$ cat src/rtl/fb_tap_sequencer.sv
// TAPS-deep signed sample delay line with a decimation phase counter.
// Every DECIM-th accepted sample starts a serial sweep of the line, tap 0 first.
module fb_tap_sequencer #(
  parameter int DATA_W = 13,
  parameter int TAPS   = 119,
  parameter int DECIM  = 60,
  parameter int IDX_W  = $clog2(TAPS),
  parameter int PH_W   = (DECIM > 1) ? $clog2(DECIM) : 1
) (
  input  logic                     clock,
  input  logic                     reset,
  input  logic                     clk_enable,
  input  logic                     flush,
  input  logic signed [DATA_W-1:0] filter_in,
  input  logic                     in_valid,
  output logic                     in_ready,
  output logic signed [DATA_W-1:0] tap_data,
  output logic [IDX_W-1:0]         tap_idx,
  output logic                     tap_valid,
  input  logic                     tap_ready,
  output logic                     tap_last,
  output logic                     frame_start,
  output logic [PH_W-1:0]          phase,
  output logic                     busy
);

  typedef enum logic {
    IDLE  = 1'b0,
    SWEEP = 1'b1
  } state_t;

  localparam logic [IDX_W-1:0] IDX_LAST = IDX_W'(TAPS - 1);
  localparam logic [PH_W-1:0]  PH_LAST  = PH_W'(DECIM - 1);

  state_t                   state;
  state_t                   state_next;
  logic signed [DATA_W-1:0] line [TAPS];
  logic                     accept;
  logic                     transfer;

  // flush overrides everything; accept and transfer are already gated by it
  always_comb begin
    state_next = state;
    in_ready   = 1'b0;
    tap_valid  = 1'b0;
    busy       = 1'b0;
    accept     = 1'b0;
    transfer   = 1'b0;
    case (state)
      IDLE: begin
        in_ready = 1'b1;
        accept   = in_valid && clk_enable && !flush;
        if (accept && (phase == PH_LAST)) state_next = SWEEP;
      end
      SWEEP: begin
        tap_valid = 1'b1;
        busy      = 1'b1;
        transfer  = tap_ready && clk_enable && !flush;
        if (transfer && (tap_idx == IDX_LAST)) state_next = IDLE;
      end
    endcase
    if (flush) state_next = IDLE;
  end

  always_ff @(posedge clock or negedge reset) begin
    if (!reset) begin
      state <= IDLE;
    end else begin
      state <= state_next;
    end
  end

  always_ff @(posedge clock or negedge reset) begin
    if (!reset) begin
      phase   <= '0;
      tap_idx <= '0;
    end else if (flush) begin
      phase   <= '0;
      tap_idx <= '0;
    end else if (accept) begin
      if (phase == PH_LAST) begin
        phase   <= '0;
        tap_idx <= '0;
      end else begin
        phase <= phase + 1'b1;
      end
    end else if (transfer) begin
      tap_idx <= (tap_idx == IDX_LAST) ? '0 : tap_idx + 1'b1;
    end
  end

  // The line only moves on accept, so it is frozen for the whole sweep
  always_ff @(posedge clock or negedge reset) begin
    if (!reset) begin
      for (int i = 0; i < TAPS; i++) line[i] <= '0;
    end else if (flush) begin
      for (int i = 0; i < TAPS; i++) line[i] <= '0;
    end else if (accept) begin
      line[0] <= filter_in;
      for (int i = 1; i < TAPS; i++) line[i] <= line[i-1];
    end
  end

  assign tap_data    = line[tap_idx];
  assign tap_last    = tap_valid && (tap_idx == IDX_LAST);
  assign frame_start = tap_valid && (tap_idx == '0);

endmodule

$ cat config.mk
export PLATFORM = sky130hd
export DESIGN_NAME = fb_tap_sequencer
export DESIGN_NICKNAME = d
export VERILOG_FILES = /design/src/rtl/fb_tap_sequencer.sv
export SDC_FILE = /design/constraint.sdc
export NUM_CORES = 2
export LEC_CHECK = 0
export BUFFER_PORTS_ARGS = -buffer_cell sky130_fd_sc_hd__buf_2
export CORE_MARGIN = 8
export CORE_UTILIZATION = 67
export DETAILED_ROUTE_END_ITERATION = 7
export PLACE_DENSITY = 0.84
export SLEW_MARGIN = 15
export SYNTH_ARGS = -nofsm -noshare
export SYNTH_HDL_FRONTEND = slang
export SYNTH_SLANG_ARGS = --single-unit
$ cat constraint.sdc
create_clock -name clock -period 7.89 [get_ports clock]
set_input_delay 0.3945 -clock clock [delete_from_list [all_inputs] [get_ports clock]]
set_output_delay 0.3945 -clock clock [all_outputs]
set_load 0.005 [all_outputs]
==> reports/qor.txt <==
PD cells: 212.6 nW/um^2
Cells after synthesis: 7923
RR Endpoint: tap_idx[5]
Worst min-delay path endpoint: state
Critical path peak fanout: 57
CTS Root Buffer Type: clkbuf_16
RSZ-0062 raised after global routing: false
Outcome: finished clean
Area Growth Syn to Fin: 7.205%
Share of layout cells above drive strength 1: 8.861%
Synthesized area per cell: 9.333 um^2
Post-Route Setup TNS: 0 ns
Via Count: 56490
Most frequent CP cell: buf_4
Crit path DAT: 5.11 ns
Total GRT Usage: 28.56%
Clock skew: 0.01944 ns
CP Capture Type: primary output
Wirelength per Cell: 19.01 um
Most frequent cells in the layout: 3132 x nand2_1, 1575 x o21ai_0, 1557 x dfrtp_1
Largest net degree at the start of global routing: 329
Via density: 6.173
Hold slack final: 0.08367 ns
Core Util, Final: 72.03%
CTS tree: done
Main flop type after synthesis: dfrtp_1
Min-delay worst type: in -> reg
Post-synth top area share: 52.83%
Post-route ant nets: 0
Mapped Nets: 7946
Post-Syn Area: 73940 um^2
Remaining DRCs: 0
Worst slew pin tran: 1.281 ns
Design Area, Final: 79270 um^2
First-pass GRT wire length: 286.6 mm
Post-synth EDFFs: 0
Post-synth ARST share: 100.0%
Skew-Pair Late Insertion Delay: 0.76 ns
Most area-consuming cells after synthesis: dfrtp_1 53%, nand2_1 16%, o21ai_0 11%, mux4_2 8.7%, mux2i_1 3.8%
Die height: 348.2 um
Final Worst Setup Slack: 2.389 ns
HPWL Detailed: 97.89 mm
CP startpoint kind: register
Hold_sp: in_valid
Minimum clock period: 5.501 ns
IR drop worst, VDD: 224.3 uV
Placed cell area: 73810 um^2
Num ports: 50
Max Cap Viol: 0
Final #Nets: 7566
Row count: 122
PortBufs: 49
Largest stage delay on the critical path: 1.04 ns
Die area: 121300 um^2
Syn. warnings: 0
Register area share after synthesis: 52.83%
Fin. max-slew vios: 0
Initial DRT Pass Iterations: 8
Leak Pwr: 32.48 nW
Filler Cell Count: 7388
Final worst path period share: 69.72%
Worst R2R Path Depth: 9
Die Wd: 348.2 um
Distinct cells, synth: 52
R2r setup slk: 3.87 ns
Req. time, crit path: 7.50 ns
Initial Util: 67.19%
Fmax: 0.1818 GHz
Post-synth top area cell: dfrtp_1
Detailed Route WL: 174.0 mm
Most common cell after layout, fill and taps aside: nand2_1
Post-CTS sizing: 0
Critical path type: reg -> out
GR Overflow Total: 0
Clk sink count: 1561
Vias in the first global route: 54460
1st-iter DRT viols: 6860
Clock tree buffer depth: 3
Rel. slew slack: 14.60%
Num CTS Buffers: 154
Synth Register Bits: 1561
GPL Wtd Cong: 0.8341
Worst-path clk slew: 0.06 ns
Core area: 110100 um^2
Slowest stage cell, crit path: dfrtp_4
Hold path cells: 3
Worst R2R Start: tap_idx[0]
Setup WS pre-CTS: 3.323 ns
H-tree depth: 4
CP Cell Sequence: buf_4 > nor2b_4 > buf_4 > a22oi_1 > a21oi_1 > or3_1 > a32oi_1 > buf_2
Initial antenna violation count: 6
Final hold vios: 0
Final setup violating endpoints: 0
## logic make-up after synthesis
| logic type | count (synthesis) | share of synthesized area (%) |
|---|---|---|
| AO/OA/AOI/OAI | 1811 | 12.96 |
| multiplexers | 582 | 12.74 |
| buffers and inverters | 683 | 4.311 |
| flip-flops | 1561 | 52.83 |
| XOR/XNOR | 2 | 0.02369 |
| adder cells (fa/ha/maj) | 4 | 0.06769 |
| AND/OR/NAND/NOR | 3280 | 17.06 |
## worst max-delay path by stage
stage	start	endpoint	cells after the start
global route	tap_idx[1]	tap_data[11]	8
finish	tap_idx[1]	tap_data[11]	8
floorplan	tap_idx[0]	tap_idx[5]	13
detailed placement	tap_idx[1]	tap_data[11]	8
global placement	tap_idx[1]	tap_data[11]	8
CTS	tap_idx[1]	tap_data[11]	8
## through the flow
step	cells	total power [mW]
after global placement	8859	9.298
after floorplan	7923	8.987
final	9152	16.85
after global routing	9151	17.34
after detailed placement	8859	9.313
after CTS	9151	16.94
## final cells by class
class / instances / area [um^2] / share of cell area, %
antenna: 1 / 2.502 / 0.003157
inverter: 8 / 37.54 / 0.04735
timing repair buffer: 139 / 1251 / 1.578
tap: 1488 / 1862 / 2.349
clock buffer: 232 / 4657 / 5.875
sequential: 1561 / 39080 / 49.30
clock inverter: 44 / 645.6 / 0.8144
multi-input combinational: 5679 / 31740 / 40.04
## flip-flops by register name (all words and copies together), names as in the netlist
register,flops
line,1547
tap_idx,7
phase,6
state,1
## report_power, final
| part | internal, mW | switching [mW] | leakage (nW) |
|---|---|---|---|
| Clock | 4.56 | 3.11 | 2.61 |
| Sequential | 8.01 | 0.0430 | 21.8 |
| Combinational | 0.316 | 0.805 | 8.07 |
## Yosys cell counts (all sizes together) (12+ instances only)
cell type and instances:
nand2 3132, o21ai 1575, dfrtp 1561, clkbuf 413, mux4 286, mux2i 281, buf 262, a22oi 113
nand3 57, a21oi 42, and3 27, o211ai 26, nand3b 16, mux2 15, a221oi 14, or3 13
a32oi 12, o22ai 12
## timing repair
action	in CTS	in global routing
buffers inserted	0	0
hold buffers	16	0
hold endpoints to repair	127	0
## layer usage
metal	track usage, %	vias to the layer above	share of wire [%]
met5	0	-	0
met4	11.20	0	3.8
met3	4.622	438	7.0
met1	40.60	28000	41
met2	44.73	2049	48
li1	-	26010	-
## worst max-delay path: cells and delay by family (launching register included)
family                 cells  cell delay [ns]
AOI/OAI and AO/OA          3             0.95
DFF                        1             1.04
buffers and inverters      3             1.49
and+or+nand+nor            2             0.74
(Power assumes the default switching activity.)
